==> config.mk <==
export PLATFORM = sky130hd
export DESIGN_NAME = scan_scheduler
export DESIGN_NICKNAME = d
export VERILOG_FILES = /design/src/rtl/scan_scheduler.sv
export SDC_FILE = /design/constraint.sdc
export NUM_CORES = 1
export LEC_CHECK = 0
export ABC_AREA = 1
export ABC_CLOCK_PERIOD_IN_PS = 7300
export BUFFER_PORTS_ARGS = -buffer_cell sky130_fd_sc_hd__buf_2
export CAP_MARGIN = 20
export CORE_AREA = 5 5 171 173
export CTS_CLUSTER_SIZE = 24
export DETAILED_ROUTE_END_ITERATION = 8
export DIE_AREA = 0 0 176 178
export PLACE_DENSITY_LB_ADDON = 0.08
export REMOVE_ABC_BUFFERS = 1
export SLEW_MARGIN = 20
export SYNTH_ARGS = -nofsm -noshare
export SYNTH_HDL_FRONTEND = slang
export SYNTH_SLANG_ARGS = --single-unit
==> constraint.sdc <==
create_clock -name clk -period 7.3 [get_ports clk]
set_input_delay 0.73 -clock clk [delete_from_list [all_inputs] [get_ports clk]]
set_output_delay 0.73 -clock clk [all_outputs]
set_load 0.02 [all_outputs]
==> src/rtl/scan_scheduler.sv <==
// Row/digit scan scheduler for an 8x8 bicolour matrix and a six-digit LED display,
// with a double-buffered frame store whose swap is deferred to the next frame boundary.
module scan_scheduler #(
    parameter int ROW_CYCLES   = 8192,
    parameter int BLANK_CYCLES = 64
) (
    input  logic        clk,
    input  logic        reset,
    input  logic        wr_valid,
    output logic        wr_ready,
    input  logic [2:0]  wr_row,
    input  logic [7:0]  wr_r,
    input  logic [7:0]  wr_g,
    input  logic        swap_req,
    output logic        swap_ack,
    input  logic [23:0] digits,
    output logic        frame_start,
    output logic [7:0]  led_segout,
    output logic [2:0]  led_scanout,
    output logic [7:0]  matrix_segout_r,
    output logic [7:0]  matrix_segout_g,
    output logic [7:0]  matrix_scanout,
    output logic [1:0]  dbg_swap_state
);

    localparam int CW = (ROW_CYCLES > 1) ? $clog2(ROW_CYCLES) : 1;

    // Write handshake: a row write is accepted on the rising edge where wr_valid && wr_ready.
    typedef enum logic [1:0] {
        RUN  = 2'd0,
        PEND = 2'd1,
        ACK  = 2'd2
    } swap_state_t;

    swap_state_t   state, state_next;
    logic [CW-1:0] cyc;
    logic [2:0]    row;
    logic          sel;
    logic [7:0]    buf_r [2][8];
    logic [7:0]    buf_g [2][8];
    logic [3:0]    digit_hold;
    logic [3:0]    live_digit;
    logic [3:0]    cur_digit;
    logic          row_wrap;
    logic          frame_wrap;
    logic          blank;
    logic          first_vis;

    assign row_wrap   = (cyc == CW'(ROW_CYCLES - 1));
    assign frame_wrap = row_wrap && (row == 3'd7);
    assign blank      = (cyc < CW'(BLANK_CYCLES));
    assign first_vis  = (cyc == CW'(BLANK_CYCLES));
    assign dbg_swap_state = state;

    function automatic logic [7:0] seg_pattern(input logic [3:0] d);
        case (d)
            4'd0:    seg_pattern = 8'hFC;
            4'd1:    seg_pattern = 8'h60;
            4'd2:    seg_pattern = 8'hDA;
            4'd3:    seg_pattern = 8'hF2;
            4'd4:    seg_pattern = 8'h66;
            4'd5:    seg_pattern = 8'hB6;
            4'd6:    seg_pattern = 8'hBE;
            4'd7:    seg_pattern = 8'hE0;
            4'd8:    seg_pattern = 8'hFE;
            4'd9:    seg_pattern = 8'hF6;
            default: seg_pattern = 8'h00;
        endcase
    endfunction

    always_ff @(posedge clk) begin
        if (reset) begin
            cyc <= '0;
            row <= 3'd0;
        end else if (row_wrap) begin
            cyc <= '0;
            row <= row + 3'd1;
        end else begin
            cyc <= cyc + CW'(1);
        end
    end

    always_ff @(posedge clk) begin
        if (reset) state <= RUN;
        else       state <= state_next;
    end

    // Gating with reset keeps the handshake closed and swallows a pending ack during reset.
    always_comb begin
        state_next = state;
        wr_ready   = 1'b0;
        swap_ack   = 1'b0;
        case (state)
            RUN: begin
                wr_ready = !reset;
                if (swap_req) state_next = PEND;
            end
            PEND: begin
                if (frame_wrap) state_next = ACK;
            end
            ACK: begin
                swap_ack   = !reset;
                state_next = RUN;
            end
            default: state_next = RUN;
        endcase
    end

    // The front select only flips on the row 7 -> 0 edge, so a frame never mixes buffers.
    always_ff @(posedge clk) begin
        if (reset)                            sel <= 1'b0;
        else if (state == PEND && frame_wrap) sel <= ~sel;
    end

    always_ff @(posedge clk) begin
        if (reset) begin
            for (int b = 0; b < 2; b++) begin
                for (int i = 0; i < 8; i++) begin
                    buf_r[b][i] <= 8'h00;
                    buf_g[b][i] <= 8'h00;
                end
            end
        end else if (wr_valid && wr_ready) begin
            buf_r[~sel][wr_row] <= wr_r;
            buf_g[~sel][wr_row] <= wr_g;
        end
    end

    always_comb begin
        live_digit = 4'd0;
        case (row)
            3'd0:    live_digit = digits[3:0];
            3'd1:    live_digit = digits[7:4];
            3'd2:    live_digit = digits[11:8];
            3'd3:    live_digit = digits[15:12];
            3'd4:    live_digit = digits[19:16];
            3'd5:    live_digit = digits[23:20];
            default: live_digit = 4'd0;
        endcase
    end

    // The digit is captured on the first visible cycle and frozen for the rest of the row.
    assign cur_digit = first_vis ? live_digit : digit_hold;

    always_ff @(posedge clk) begin
        if (reset)          digit_hold <= 4'd0;
        else if (first_vis) digit_hold <= live_digit;
    end

    always_ff @(posedge clk) begin
        if (reset) begin
            frame_start     <= 1'b0;
            led_scanout     <= 3'd0;
            led_segout      <= 8'h00;
            matrix_scanout  <= 8'h00;
            matrix_segout_r <= 8'h00;
            matrix_segout_g <= 8'h00;
        end else begin
            frame_start <= frame_wrap;
            led_scanout <= (row < 3'd6) ? row : 3'd0;
            if (blank) begin
                led_segout      <= 8'h00;
                matrix_scanout  <= 8'h00;
                matrix_segout_r <= 8'h00;
                matrix_segout_g <= 8'h00;
            end else begin
                led_segout      <= (row < 3'd6) ? seg_pattern(cur_digit) : 8'h00;
                matrix_scanout  <= 8'h01 << row;
                matrix_segout_r <= buf_r[sel][row];
                matrix_segout_g <= buf_g[sel][row];
            end
        end
    end

endmodule

==> impl_metrics.csv <==
group,metric,value,unit
worst_hold_path,hold_end,"cyc[0]",
yosys,synth_seq_cells,315,
clock_network,cts_buffers,34,
sta,rsz0062_at_grt,"no",
pwr,netSwitchingFraction,21.70,%
yosys,synth.most_common_cell,"nor2_1",
worst_setup_path,r2r_end,"led_segout[3]",
sta,skew,20.19,ps
pwr,intPower,3.108,mW
placement,gp_congestion,0.8419,
worst_setup_path,worstPathArrival,3580,ps
yosys,yosys.area.top_type_share,56.73,%
floorplanning,die_x,176,um
sta,maxSlewViolCount,0,
worst_hold_path,hp-start,"cyc[0]",
drt,vias_per_cell,5.626,
yosys,syn_area,13550,sq um
drt,drtPass1Iterations,6,
final_layout,drive_gt1_share,14.54,%
floorplanning,die_area,31330,sq um
yosys,ys_warn_count,0,
yosys,synthTopCellsByCount,"nor2_1 (352), edfxtp_1 (256), nand2_1 (147)",
global_routing,grt_max_degree,95,
global_routing,grt-ovfl-total,0,
pwr,p_leak,6.191,nW
global_routing,antenna_found_initial,0,
drt,drc_errors,0,
yosys,yosysSeqAreaShare,65.45,%
sta,fin_tns_setup,0,ps
sta,fmax,312.4,MHz
clock_network,cts_max_path_buffers,3,
sta,fin_crit,3201,ps
sta,maxSlewHeadroom,22.37,%
worst_setup_path,worst-r2r-cell-count,16,
clock_network,worst_skew_pair.late_latency,520,ps
clock_network,cts_resized,0,
clock_network,cts_htree_levels,2,
final_layout,fillers,2442,
floorplanning,initial_core_util,49.32,%
worst_setup_path,r2r_setup_slack,4100,ps
outcome,status,"completed",
sta,hold_viol_final,0,
pwr,combPwrFrac,3.9,%
final_layout,stdcell_area,15300,sq um
pwr,powerDensity,259.5,nW/um^2
worst_hold_path,hp-class,"reg -> reg",
pwr,p_seq_share,52.0,%
sta,setup_violations,0,
floorplanning,core,27480,sq um
final_layout,final_net_count,1432,
worst_setup_path,setup.worst_path.class,"reg -> reg",
final_layout,num_antenna_cells,0,
pwr,switchingPower,861.5,uW
sta,worst_slew_pin_slew,1163,ps
drt,wl_per_cell,22.13,um
final_layout,post-route-util,55.67,%
sta,post-route-period-util,43.85,%
worst_setup_path,worstPathRequired,7680,ps
clock_network,cts.sinks,315,
clock_network,ctsHoldBuffers,0,
worst_setup_path,cp-end-kind,"register",
pwr,peakVddDrop,194.1,uV
global_routing,grt_pass1_vias,9557,
placement,dpl-instance-area,14170,sq um
yosys,async_flop_share,0,%
clock_network,cts-root-buf,"clkbuf_16",
global_routing,grt.total_usage,24.48,%
run,drv_cap,0,
yosys,synth_edf_count,256,
yosys,postSynthAreaPerCell,10.35,sq um
pwr,p_clk_share,44.1,%
floorplanning,ioPinCount,87,
clock_network,clkSlewWorstSetupHoldPaths,60,ps
yosys,syn_inst,1309,
worst_setup_path,r2r-start,"row[0]",
yosys,synth.top_cells.by_area,"edfxtp_1 (57%), nor2_1 (9.8%), dfxtp_1 (8.7%), nand2_1 (4.1%), o21ai_0 (3.6%)",
yosys,synth_top_area_cell,"edfxtp_1",
global_routing,grt_pass1_wl,57.70,mm
yosys,synthFlopType,"edfxtp_1",
worst_setup_path,crit_fanout,68,
worst_hold_path,min_delay_path_depth,1,
yosys,yosysUniqueCellTypes,39,
clock_network,cts_tree,"built",
worst_setup_path,crit_path_start_kind,"register",
drt,dr.first_iter.drc_count,1185,
floorplanning,rows,61,
drt,wl,38.54,mm
drt,vias,9801,
placement,port_buffers,85,
clock_network,post_cts_buffers,0,
drt,antenna_left,0,
final_layout,synthToLayoutAreaGrowth,12.89,%
placement,dpl.hpwl,24.15,mm
floorplanning,die_height,178,um
[area by class of cell]
type                            instances  area (sq um)  area share, %
Sequential cell                       315          8874          58.01
Multi-Input combinational cell        845          4061          26.55
Clock buffer                           40         914.6          5.979
Timing Repair Buffer                   94         493.0          3.223
Tap cell                              346         432.9          2.830
Inverter                               81         312.8          2.045
Clock inverter                         21         209.0          1.366
[layer usage]
| layer | share of wire [%] | vias up | GRT usage [%] | wire length, um |
|---|---|---|---|---|
| met1 | 41 | 4719 | 33.71 | 15970 |
| met5 | 0 | - | 0 | 0 |
| li1 | - | 4568 | - | - |
| met4 | 3.3 | 0 | 8.252 | 1286 |
| met3 | 8.4 | 69 | 4.536 | 3219 |
| met2 | 47 | 445 | 39.61 | 18060 |
[registers in the layout, summed over array words and instances (netlist names), named ones only]
register and flops:
frame_start 1, row 3, matrix_segout_g 8, matrix_scanout 8
led_segout 7, buf_r 128, cyc 13, digit_hold 4
sel 1, matrix_segout_r 8, buf_g 128, dbg_swap_state 2
led_scanout 3
[logic make-up after synthesis]
logic type	after synthesis	share of synthesized area [%]
adder cells (fa/ha/maj)	14	1.293
flip-flops	315	65.45
AO/OA/AOI/OAI	244	9.788
XOR/XNOR	5	0.3232
AND/OR/NAND/NOR	581	18.25
other	1	0.02767
buffers and inverters	149	4.866
[worst max-delay path, cell delays in order, from the launching register on]
cell,delay (ps)
dfxtp_2,310
buf_4,340
inv_2,100
buf_4,650
ha_1,340
inv_1,70
nor2_1,210
nand2_1,80
nand2_1,70
inv_1,40
nand2_1,50
nand2_1,60
nand2_1,120
inv_1,120
ha_1,190
o21ai_0,230
a21oi_1,100
[power groups by stage]
stage          Combinational (mW)  Clock (mW)  Sequential [mW]
2_1_floorplan              0.0753           0             2.09
3_3_place_gp                0.151           0             2.10
3_5_place_dp                0.154           0             2.10
4_1_cts                     0.154        1.77             2.07
5_1_grt                     0.167        1.84             2.07
6_report                    0.155        1.75             2.07
[how the worst max path moves through the flow]
stage	from	to	slack (ps)	cells after the start
3_5_place_dp	row[0]	led_segout[1]	4210	16
2_1_floorplan	register	matrix_segout_g[6]	2920	6
5_1_grt	row[0]	led_segout[3]	3820	16
6_report	row[0]	led_segout[3]	4100	16
4_1_cts	row[0]	led_segout[3]	4150	16
3_3_place_gp	row[0]	led_segout[2]	4300	18
[through the flow]
stage | cells | setup WS [ps] | hold slack [ps] | total power, mW
6_report | 1742 | 4099 | 463.1 | 3.969
5_1_grt | 1742 | 3818 | 504.1 | 4.080
4_1_cts | 1742 | 4151 | 467.3 | 3.985
3_5_place_dp | 1681 | 4209 | 452.9 | 2.256
3_3_place_gp | 1681 | 4302 | 446.0 | 2.253
2_1_floorplan | 1241 | 2920 | 429.7 | 2.168
[layout by cell type (no fill, tap or decap), types with 35 or more instances in the layout]
| master | instances |
|---|---|
| a21oi_1 | 44 |
| dfxtp_1 | 57 |
| buf_2 | 85 |
| nand2_1 | 147 |
| inv_1 | 70 |
| clkbuf_16 | 35 |
| edfxtp_1 | 256 |
| nor2_1 | 345 |
| o21ai_0 | 98 |
| o22ai_1 | 64 |
(Power assumes the default switching activity.)
